===== src/rtl/sarlock_pkg.sv =====
// Shared types and constants for the SARLock c432 key loader.
// Parity/lockout support is selected by SARLOCK_KEY_PARITY_EN.
package sarlock_pkg;

  localparam int KEY_W_DEF = 24;
  localparam int CNT_W_DEF = 5;

  // Correct unlock key for the SARLock-protected c432 netlist
  localparam logic [23:0] C432_KEY = 24'hB00000;

  typedef enum logic [2:0] {
    IDLE,
    SHIFT,
    CHECK,
    COMMIT,
    FAIL
  } state_e;

endpackage


===== src/rtl/sarlock_shift_reg.sv =====
// Shadow key register, LSB-first bit counter and running parity.
// The parity accumulator exists only with SARLOCK_KEY_PARITY_EN.
module sarlock_shift_reg
  import sarlock_pkg::*;
#(
  parameter int KEY_W = KEY_W_DEF,
  parameter int CNT_W = CNT_W_DEF
) (
  input  logic             clk,
  input  logic             rst,
  input  logic             clr_i,
  input  logic             en_i,
  input  logic             sdi_i,
  output logic [KEY_W-1:0] shadow_o,
`ifdef SARLOCK_KEY_PARITY_EN
  output logic             par_o,
`endif
  output logic             last_o
);

  logic [KEY_W-1:0] shadow_q, shadow_d;
  logic [CNT_W-1:0] cnt_q, cnt_d;

  assign shadow_o = shadow_q;
  assign last_o   = (cnt_q == CNT_W'(KEY_W - 1));

  always_comb begin
    shadow_d = shadow_q;
    cnt_d    = cnt_q;
    if (clr_i) begin
      shadow_d = '0;
      cnt_d    = '0;
    end else if (en_i) begin
      shadow_d[cnt_q] = sdi_i;
      cnt_d = last_o ? '0 : cnt_q + CNT_W'(1);
    end
  end

  always_ff @(posedge clk or posedge rst) begin
    if (rst) begin
      shadow_q <= '0;
      cnt_q    <= '0;
    end else begin
      shadow_q <= shadow_d;
      cnt_q    <= cnt_d;
    end
  end

`ifdef SARLOCK_KEY_PARITY_EN
  logic par_q, par_d;

  assign par_o = par_q;

  always_comb begin
    par_d = par_q;
    if (clr_i)     par_d = 1'b0;
    else if (en_i) par_d = par_q ^ sdi_i;
  end

  always_ff @(posedge clk or posedge rst) begin
    if (rst) par_q <= 1'b0;
    else     par_q <= par_d;
  end
`endif

endmodule


===== src/rtl/sarlock_key_loader.sv =====
// Serial key loader feeding keyinput0..N of the SARLock c432 netlist.
// SARLOCK_KEY_PARITY_EN adds the parity check, fail counter and lockout.
module sarlock_key_loader
  import sarlock_pkg::*;
#(
  parameter int KEY_W    = KEY_W_DEF,
`ifdef SARLOCK_KEY_PARITY_EN
  parameter int MAX_FAIL = 3,
`endif
  parameter int CNT_W    = CNT_W_DEF
) (
  input  logic             clk,
  input  logic             rst,
  input  logic             key_start,
  input  logic             key_sdi,
  input  logic             key_sen,
  output logic [KEY_W-1:0] keyinput,
  output logic             key_ready,
  output logic             busy,
  output logic             key_err,
  output logic             lockout
);

  // Async assert, release synchronised to clk
  logic [1:0] rsync_q;
  logic       rst_int;

  always_ff @(posedge clk or posedge rst) begin
    if (rst) rsync_q <= 2'b11;
    else     rsync_q <= {rsync_q[0], 1'b0};
  end

  assign rst_int = rsync_q[1];

  state_e           state_q, state_d;
  logic [KEY_W-1:0] key_q, key_d;
  logic             ready_q, ready_d;
  logic [KEY_W-1:0] shadow;
  logic             last;
  logic             locked;
  logic             accept;
  logic             shift_en;

`ifdef SARLOCK_KEY_PARITY_EN
  localparam int FAIL_W = $clog2(MAX_FAIL + 1);

  logic              par;
  logic              par_ok;
  logic              err_q, err_d;
  logic              lock_q, lock_d;
  logic [FAIL_W-1:0] fail_q, fail_d;

  assign par_ok  = ~(par ^ key_sdi);
  assign locked  = lock_q;
  assign key_err = err_q;
  assign lockout = lock_q;
`else
  assign locked  = 1'b0;
  assign key_err = 1'b0;
  assign lockout = 1'b0;
`endif

  assign accept = key_start &
    (((state_q == IDLE) & ~locked) |
     (state_q == SHIFT) | (state_q == CHECK));
  assign shift_en = (state_q == SHIFT) & key_sen & ~key_start;

  sarlock_shift_reg #(
    .KEY_W(KEY_W),
    .CNT_W(CNT_W)
  ) u_shift (
    .clk     (clk),
    .rst     (rst_int),
    .clr_i   (accept),
    .en_i    (shift_en),
    .sdi_i   (key_sdi),
    .shadow_o(shadow),
`ifdef SARLOCK_KEY_PARITY_EN
    .par_o   (par),
`endif
    .last_o  (last)
  );

  always_ff @(posedge clk or posedge rst_int) begin
    if (rst_int) state_q <= IDLE;
    else         state_q <= state_d;
  end

  always_comb begin
    state_d = state_q;
    case (state_q)
      IDLE:   if (accept) state_d = SHIFT;
      SHIFT: begin
        if (key_start) state_d = SHIFT;
`ifdef SARLOCK_KEY_PARITY_EN
        else if (key_sen && last) state_d = CHECK;
`else
        else if (key_sen && last) state_d = COMMIT;
`endif
      end
`ifdef SARLOCK_KEY_PARITY_EN
      CHECK: begin
        if (key_start)    state_d = SHIFT;
        else if (key_sen) state_d = par_ok ? COMMIT : FAIL;
      end
      FAIL:   state_d = IDLE;
`endif
      COMMIT: state_d = IDLE;
      default: state_d = IDLE;
    endcase
  end

  always_comb begin
    busy    = (state_q == SHIFT) | (state_q == CHECK);
    key_d   = key_q;
    ready_d = ready_q;
`ifdef SARLOCK_KEY_PARITY_EN
    err_d   = err_q;
    lock_d  = lock_q;
    fail_d  = fail_q;
    if (accept) err_d = 1'b0;
`endif
    if (accept) ready_d = 1'b0;
    if (state_q == COMMIT) begin
      key_d   = shadow;
      ready_d = 1'b1;
`ifdef SARLOCK_KEY_PARITY_EN
      err_d   = 1'b0;
      fail_d  = '0;
`endif
    end
`ifdef SARLOCK_KEY_PARITY_EN
    if (state_q == FAIL) begin
      key_d   = '0;
      ready_d = 1'b0;
      err_d   = 1'b1;
      if (fail_q != FAIL_W'(MAX_FAIL))
        fail_d = fail_q + FAIL_W'(1);
      if (fail_d == FAIL_W'(MAX_FAIL))
        lock_d = 1'b1;
    end
`endif
  end

  always_ff @(posedge clk or posedge rst_int) begin
    if (rst_int) begin
      key_q   <= '0;
      ready_q <= 1'b0;
    end else begin
      key_q   <= key_d;
      ready_q <= ready_d;
    end
  end

`ifdef SARLOCK_KEY_PARITY_EN
  always_ff @(posedge clk or posedge rst_int) begin
    if (rst_int) begin
      err_q  <= 1'b0;
      lock_q <= 1'b0;
      fail_q <= '0;
    end else begin
      err_q  <= err_d;
      lock_q <= lock_d;
      fail_q <= fail_d;
    end
  end
`endif

  assign keyinput  = key_q;
  assign key_ready = ready_q;

endmodule


===== config.mk =====
export PLATFORM = sky130hd
export DESIGN_NAME = sarlock_key_loader
export DESIGN_NICKNAME = d
export VERILOG_FILES = /design/src/rtl/sarlock_pkg.sv /design/src/rtl/sarlock_shift_reg.sv /design/src/rtl/sarlock_key_loader.sv
export SDC_FILE = /design/constraint.sdc
export NUM_CORES = 1
export LEC_CHECK = 0
export CAP_MARGIN = 20
export CELL_PAD_IN_SITES_DETAIL_PLACEMENT = 1
export CELL_PAD_IN_SITES_GLOBAL_PLACEMENT = 2
export CORE_AREA = 2 2 88 90
export DETAILED_ROUTE_END_ITERATION = 10
export DIE_AREA = 0 0 90 92
export DONT_BUFFER_PORTS = 1
export PLACE_DENSITY_LB_ADDON = 0.1
export SKIP_LAST_GASP = 1
export SLEW_MARGIN = 20
export SYNTH_ARGS = -nofsm -noshare
export SYNTH_HDL_FRONTEND = slang
export SYNTH_HIERARCHICAL = 1
export SYNTH_SLANG_ARGS = --single-unit

===== constraint.sdc =====
create_clock -name clk -period 1.3 [get_ports clk]
set_input_delay 0.195 -clock clk [delete_from_list [all_inputs] [get_ports clk]]
set_output_delay 0.195 -clock clk [all_outputs]
set_load 0.02 [all_outputs]

# Word-level counts from Yosys, hierarchy flattened
# Cells that the tools add are included.
dict set report classes {
  addsub 1
  magnitude_cmp 2
  n_eq_ne 6
  muxes 14
  bitwise 7
  n_reduce_logical 6
}
# operator n
set op_table {}
lappend op_table {{two-way mux 24 bit} 2}
lappend op_table {{bitwise mux 24 bit} 1}
lappend op_table {{two-way mux 5 bit} 3}
lappend op_table {{two-way mux 3 bit} 3}
lappend op_table {{equality test 3 x 2 -> 1 bit (second input constant)} 2}
lappend op_table {{less-than comparator 5 x 6 -> 1 bit (second input constant)} 1}
lappend op_table {{one-hot mux 3 bit (2 select lines)} 1}
lappend op_table {{adder 5 x 1 -> 5 bit (second input constant)} 1}
lappend op_table {{demux 1 bit (select 5 bit)} 1}
lappend op_table {{equality test 5 bit (second input constant)} 1}
lappend op_table {{>= comparator 5 x 1 -> 1 bit (second input constant)} 1}
lappend op_table {{nonzero test 2 bit} 2}
lappend op_table {{AND 1 bit} 3}
lappend op_table {{equality test 3 x 1 -> 1 bit (second input constant)} 1}
lappend op_table {{zero test 3 bit} 1}
lappend op_table {{two-way mux 1 bit} 3}
lappend op_table {{!= test 3 x 2 -> 1 bit (second input constant)} 1}
lappend op_table {{OR 1 bit} 3}
lappend op_table {{logical AND 1 bit} 2}
lappend op_table {{!= test 2 bit (second input constant)} 1}
lappend op_table {{AND reduction 2 bit} 1}
lappend op_table {{inverter 1 bit} 1}
dict set report word_totals {
  reg_bits 59
  out_inout_bits 28
}

# Depth between registers and ports, before layout
# Gate-level depths: netlist (run 1).
dict set report logic_depth {
  word_depth 7
  depth_mapped 8
  depth_no_buf 6
}

# Modules after synthesis
# Netlist (run 1), hierarchy kept.
# mod n_inst cells_each area_per_inst_um2 seq_area_each_um2
set modules_own_cells {}
lappend modules_own_cells {sarlock_shift_reg 1 146 1485.2 725.7}
lappend modules_own_cells {sarlock_key_loader 1 78 1258.7 728.2}

# Worst setup path before layout (run 1)
# OpenSTA, ideal clock, no wires.
dict set report synth_path {
  path_kind {register -> register}
  from {reg state_q[0]}
  to {reg u_shift.shadow_q[13] (netlist: u_shift/shadow_o[13])}
  setup_time_ns 0.137
  arrival_time_ns 1.641
  t_required_ns 1.163
  slack_ns -0.478
  path_stages_with_launch 9
  n_path_buf 4
  period_less_slack_ns 1.778
  path_cell_list {dfrtp_1 -> ha_1 -> buf_6 -> buf_12 -> nor2_1 -> clkbuf_1 -> clkbuf_1 -> nand2b_1 -> mux2i_1}
}
dict set report synth_between {
  elab_chain_cells 5
  word_cells_on_any_way 10
  classes_between {eq/ne: 2; mux: 1; bitwise: 5; reduce/logical: 2}
}
# element line
set synth_rtl {}
lappend synth_rtl {{from (decl)} sarlock_key_loader.sv:35} ;# state_e state_q, state_d;
lappend synth_rtl {{from (signal assigned)} sarlock_key_loader.sv:86} ;# else state_q <= state_d;
lappend synth_rtl {{equality test 3 x 1 -> 1 bit or zero test 3 bit (tied branches)} {sarlock_key_loader.sv:65, sarlock_key_loader.sv:64}}
lappend synth_rtl {{OR 1 bit} sarlock_key_loader.sv:64} ;# (((state_q == IDLE) & ~locked) |
lappend synth_rtl {{OR 1 bit (*)} sarlock_key_loader.sv:65} ;# (state_q == SHIFT) | (state_q == CHECK));
lappend synth_rtl {{AND 1 bit (*)} sarlock_key_loader.sv:63} ;# assign accept = key_start &
lappend synth_rtl {{net accept} sarlock_key_loader.sv:41} ;# logic accept;
lappend synth_rtl {{two-way mux 24 bit or nonzero test 2 bit (tied branches)} -}
lappend synth_rtl {{to (signal assigned)} sarlock_shift_reg.sv:44} ;# shadow_q <= shadow_d;
lappend synth_rtl {{to (decl)} sarlock_shift_reg.sv:21} ;# logic [KEY_W-1:0] shadow_q, shadow_d;
# The timed path passes the listed nets; every way through them passes the cells marked *.
# A chain may end at the register's enable or synchronous reset.

# Worst setup path in the final report (run 1)
dict set report layout_path {
  from {reg state_q[1]}
  to {reg u_shift.cnt_q[3]}
}
dict set report layout_between {
  word_cells_on_any_way 10
  classes_between {eq/ne: 2; mux: 1; bitwise: 5; reduce/logical: 2}
}
# element line
set layout_rtl {}
lappend layout_rtl {{equality test 3 x 1 -> 1 bit} sarlock_key_loader.sv:66} ;# assign shift_en = (state_q == SHIFT) & key_sen & ~key_start;
lappend layout_rtl {{AND 1 bit (2 in series)} sarlock_key_loader.sv:66}
lappend layout_rtl {{net shift_en} sarlock_key_loader.sv:42} ;# logic shift_en;
lappend layout_rtl {{nonzero test 2 bit (no line)} -}
lappend layout_rtl {{to (signal assigned)} sarlock_shift_reg.sv:45} ;# cnt_q <= cnt_d;
lappend layout_rtl {{to (decl)} sarlock_shift_reg.sv:22} ;# logic [CNT_W-1:0] cnt_q, cnt_d;
# The timed path passes the listed nets, and every way through them passes these cells.

==> results of run 1 <==
-- cell usage after synthesis (2+ instances only) --
cell type  count
nand3_1        2
inv_1          9
dfrtp_1       56
nand4b_1       2
a21o_1         2
buf_12         2
mux2i_1       24
ha_1           7
mux2_2         7
xnor2_1        2
clkbuf_1       8
nand2_1       26
nor2_1         3
nor3b_1        3
buf_2          2
and2_0         3
dfstp_2        2
o21ai_0        2
and3b_2        2
buf_4          3
a21oi_1        3
mux2_4        17
nand2b_1      26
-- worst min-delay path by stage --
stage               startpoint                     end  slack, ns
finish               key_start  state_q[1]$_DFFE_PP0P_       0.04
global placement           rst    rsync_q[0]$_DFF_PP1_       0.11
floorplan                  rst    rsync_q[0]$_DFF_PP1_       0.11
detailed placement         rst    rsync_q[0]$_DFF_PP1_       0.11
global route         key_start  state_q[1]$_DFFE_PP0P_       0.03
CTS                  key_start  state_q[1]$_DFFE_PP0P_       0.02
-- metrics by stage --
stage               TNS (ns)  hold slack, ns  instance area, um2  std cells  util [%]
floorplan              -4.38           0.107                2850        226         -
CTS                    -6.44          0.0242                3460        364      46.5
global route           -9.19          0.0273                3620        372      48.6
global placement       -2.60           0.109                3010        336      40.5
detailed placement     -5.59           0.115                3010        336      40.5
finish                 -6.99          0.0357                3620        372      48.6
-- repair_timing --
action                                  in CTS  in global routing
pin swaps                                    2                  0
gates cloned                                 4                  3
endpoints found under the hold margin        2                  0
hold buffers                                 1                  0
endpoints found under the setup margin      54                 56
gates resized for setup                     29                 15
buffers inserted                             7                  6
-- layout make-up --
cell class / count / area [um2]
clock buffer: 10 / 128
clock inverter: 6 / 105
fill: 786 / 3830
inverter: 9 / 36.3
multi-input combinational: 146 / 1330
sequential: 58 / 1460
tap: 102 / 128
timing repair buffer: 41 / 439
-- power breakdown --
| group | internal [W] | switching, W | total, W |
|---|---|---|---|
| clock | 0.00126 | 0.000728 | 0.00199 |
| combinational | 0.000297 | 0.000284 | 0.000580 |
| sequential | 0.00184 | 0.0000434 | 0.00188 |
| total | 0.00340 | 0.00106 | 0.00445 |
-- per-layer routing --
metal  vias to the layer above  track usage, %  wire (um)
li1                        816               -          -
met1                       934            19.9       2930
met2                        35            29.5       3640
met3                        13            5.34        307
met4                         0            7.69        160
met5                         -               0          0
-- state kept, by name, indices dropped and copies added, names as in the netlist --
signal / cells
key_ready: 1
keyinput: 24
rsync_q: 2
state_q: 2
u_shift/cnt_q: 5
u_shift/shadow_o: 24
-- cell families after synthesis --
| logic type | count (synthesis) | share of synthesized area (%) |
|---|---|---|
| and+or+nand+nor | 74 | 14.8 |
| DFF | 58 | 53.0 |
| muxes | 48 | 20.9 |
| buffers and inverters | 25 | 5.38 |
| AOI/OAI and AO/OA | 9 | 1.92 |
| adders and majority gates | 7 | 3.19 |
| xor gates and xnor gates | 2 | 0.639 |
| other | 1 | 0.137 |
-- critical path: stages, from the launching register on --
cell and delay, ns:
dfrtp_1 0.40, inv_2 0.09, ha_4 0.13, and3_4 0.22
nand4_1 0.12, or3b_1 0.38, a21oi_2 0.12
==> flow_summary.yaml, run 1 <==
outcome:
  status: "finished, violations left"
  violations: "setup timing"
timing:
  setup_viol: 50
  fin_ws_ns: -0.220
  period_needed_ns: 1.52
  fin_skew_ns: 0.0106
  max_freq_mhz: 658
  rsz0062_at_grt: "true"
  fin_crit_sh_pct: 117
  drv_slew: 0
  hold_viol_final: 0
floorplan:
  core_region_area_um2: 7450
  num_rows: 32
  start_util_pct: 36.8
  die_h_um: 92
  io-pin-count: 33
  dieArea_um2: 8280
  die_w_um: 90
setup_path:
  arrival_ns: 1.80
  cp-end-kind: "flop"
  cp_max_fo: 7
  worstSetupStartpointType: "flop"
  reg2regPathDepth: 6
  worstReg2RegEnd: "u_shift/cnt_q[3]$_DFFE_PP0P_"
  r2r_start: "state_q[1]$_DFFE_PP0P_"
  crit_path_end: "u_shift/cnt_q[3]$_DFFE_PP0P_"
  worstSetupPathType: "reg2reg"
  critPathLaunch: "state_q[1]$_DFFE_PP0P_"
  critPathRequiredTime_ns: 1.58
  r2r_slack_ns: -0.22
layout:
  num_antenna_cells: 0
  drive_above_1_share_pct: 43.0
  mostFrequentLayoutCell: "dfrtp_1"
  area_growth_pct: 31.9
  fin_nets: 277
  final_cell_mix: "55 x dfrtp_1, 25 x buf_4, 24 x mux2i_1"
clock_tree:
  cts_tree: "done"
  cts_buffers: 9
  clk_path_buf_depth: 2
  clk_latency_ns: 0.35
  cts_sinks: 58
  htree_levels: 3
  cts-root-buf: "clkbuf_8"
  cts.clk_slew.worst_paths_ns: 0.07
grt:
  grt_pass1_vias: 2009
  grt_pass1_wl_um: 10700
  globalRouteTotalUtil_pct: 17.2
  grt_max_degree: 30
  globalRouteOverflowTotal: 0
  antenna_found_initial: 0
pwr:
  leakagePower_nw: 1.83
  pwr_density_cell_nw_per_um2: 1230
  power_w: 0.00445
  vdd_ir_drop_max_mv: 0.800
route:
  num_vias: 1798
  drt-pass1-iter-count: 4
  routed_wl_um: 7040
  vias_per_cell: 4.83
  drtIter0Drc: 51
  wire_per_inst_um: 18.9
  antenna_left: 0
  drc: 0
min_path:
  whs_path_depth: 2
  hold_path_class: "in2reg"
logic_synthesis:
  synth_cell_types: 34
  yosys_warnings: 6
  yosysTopAreaCellShare_pct: 51.1
  synth_seq_cells: 58
  async_reset_ff_share_pct: 100
  synth_top_cell_by_area: "dfrtp_1"
  synth_area_per_cell_um2: 12.2
  synth_edf_count: 0
  synth_area_leaders: "dfrtp_1 51%, mux2_4 9.3%, mux2i_1 8.8%, nand2b_1 5.9%, nand2_1 3.6%"
  netlist_instances: 224
  yosysSeqAreaShare_pct: 53.0
  syn_area_um2: 2740
  synth-main-ff-cell: "dfrtp_1"
flow_run:
  drv_cap: 0
place:
  pre_cts_slack_ns: -0.236
  dp_hpwl_um: 4090
  io_buffers: 0
  gp_congestion: 0.753
No activity file was read; power rests on OpenSTA's default activity.
==> run 2: changes to the inputs <==
REMOVE_ABC_BUFFERS = 1   (was unset)
==> flow_summary.yaml, run 2 (synthesis results as in run 1) <==
outcome:
  status: "finished, violations left"
  violations: "setup timing"
place:
  io_buffers: 0
  gp_congestion: 0.777
  dpl-instance-area_um2: 2970
  dp_hpwl_um: 3930
  pre_cts_slack_ns: -0.305
  placed_cells: 338
setup_path:
  worstSetupStartpointType: "flop"
  cp-end-kind: "flop"
  worstSetupPathType: "reg2reg"
  arrival_ns: 1.87
  critPathRequiredTime_ns: 1.54
  r2r_slack_ns: -0.32
  cp_max_fo: 6
route:
  drtIter0Drc: 42
  antenna_left: 0
  num_vias: 1786
  routed_wl_um: 6920
  wire_per_inst_um: 18.6
  vias_per_cell: 4.80
  drt-pass1-iter-count: 4
  drc: 0
pwr:
  vdd_ir_drop_max_mv: 0.788
  pwr_density_cell_nw_per_um2: 1120
  leakagePower_nw: 1.79
grt:
  grt_max_degree: 30
  globalRouteOverflowTotal: 0
  grt_pass1_vias: 2054
  grt_pass1_wl_um: 10300
  antenna_found_initial: 0
  globalRouteTotalUtil_pct: 16.4
clock_tree:
  htree_levels: 3
  clk_path_buf_depth: 2
  cts_sinks: 58
  cts_tree: "done"
  cts-root-buf: "clkbuf_8"
  cts.clk_slew.worst_paths_ns: 0.07
  clk_latency_ns: 0.33
  cts_buffers: 9
floorplan:
  die_w_um: 90
  dieArea_um2: 8280
  io-pin-count: 33
  start_util_pct: 36.8
  core_region_area_um2: 7450
  num_rows: 32
  die_h_um: 92
timing:
  setup_viol: 57
  fin_ws_ns: -0.324
  max_freq_mhz: 616
  rsz0062_at_grt: "true"
  fin_skew_ns: 0.00759
  finalSetupTns_ns: -9.87
  fin_crit_sh_pct: 125
  hold_viol_final: 0
  period_needed_ns: 1.62
  drv_slew: 0
layout:
  multi_input_area_um2: 1300
  final_cell_mix: "54 x dfrtp_1, 26 x buf_4, 24 x nand2b_1"
  num_antenna_cells: 0
  mostFrequentLayoutCell: "dfrtp_1"
  regArea_um2: 1460
  num-fill-cells: 811
  area_growth_pct: 30.5
  fin_nets: 277
  final_cells: 372
  drive_above_1_share_pct: 41.5
  final_cell_area_um2: 3580
flow_run:
  drv_cap: 0
min_path:
  hold_path_class: "in2reg"
## run 2: cell type report
cell class / count / share of cell area [%]
clock buffers: 11 / 3.95
clock inverters: 5 / 0.839
inverters: 9 / 1.01
multi-input cells: 143 / 36.4
flip-flops and latches: 58 / 40.7
well taps: 102 / 3.57
repair buffers: 44 / 13.6
## run 2: final timing paths
| check | startpoint | cells after the start | endpoint |
|---|---|---|---|
| max | state_q[0]$_DFFE_PP0P_ | 7 | u_shift/shadow_o[14]$_DFFE_PP0P_ |
| min | key_start | 2 | state_q[1]$_DFFE_PP0P_ |
| max reg2reg | state_q[0]$_DFFE_PP0P_ | 7 | u_shift/shadow_o[14]$_DFFE_PP0P_ |
| min reg2reg | rsync_q[1]$_DFF_PP1_ | 2 | state_q[1]$_DFFE_PP0P_ |
| max in group asynchronous | rsync_q[1]$_DFF_PP1_ | 2 | u_shift/cnt_q[1]$_DFFE_PP0P_ |
| min in group asynchronous | rst | 2 | rsync_q[1]$_DFF_PP1_ |
## run 2: routing by layer
| layer | wire length (um) | GRT usage, % |
|---|---|---|
| met1 | 3110 | 19.7 |
| met2 | 3460 | 28.1 |
| met3 | 200 | 3.29 |
| met4 | 151 | 8.21 |
| met5 | 0 | 0 |
## run 2: what timing repair did
item,CTS,global route
hold buffers,1,0
buffers inserted,3,15
gates cloned,3,3
setup endpoints to repair,56,56
resized for setup,27,38
pin swaps,2,13
endpoints found under the hold margin,2,0
## run 2: critical path, stage by stage, from the launching register on
cell and delay (ns):
dfrtp_1 0.43, ha_4 0.18, and3_4 0.18, buf_4 0.13, and2_1 0.14, buf_6 0.14
nand2_2 0.07, mux2i_1 0.24
## run 2: power by group
group	internal (W)	switching, W
registers	0.00184	0.0000406
clock network	0.000733	0.000739
logic	0.000354	0.000315
## run 2: per-stage QoR
stage | power [W] | hold slack [ns] | util (%)
floorplan | 0.00212 | 0.107 | -
global placement | 0.00227 | 0.115 | 39.9
detailed placement | 0.00230 | 0.120 | 39.9
CTS | 0.00392 | 0.0253 | 45.1
global route | 0.00420 | 0.0191 | 48.1
finish | 0.00402 | 0.0199 | 48.1
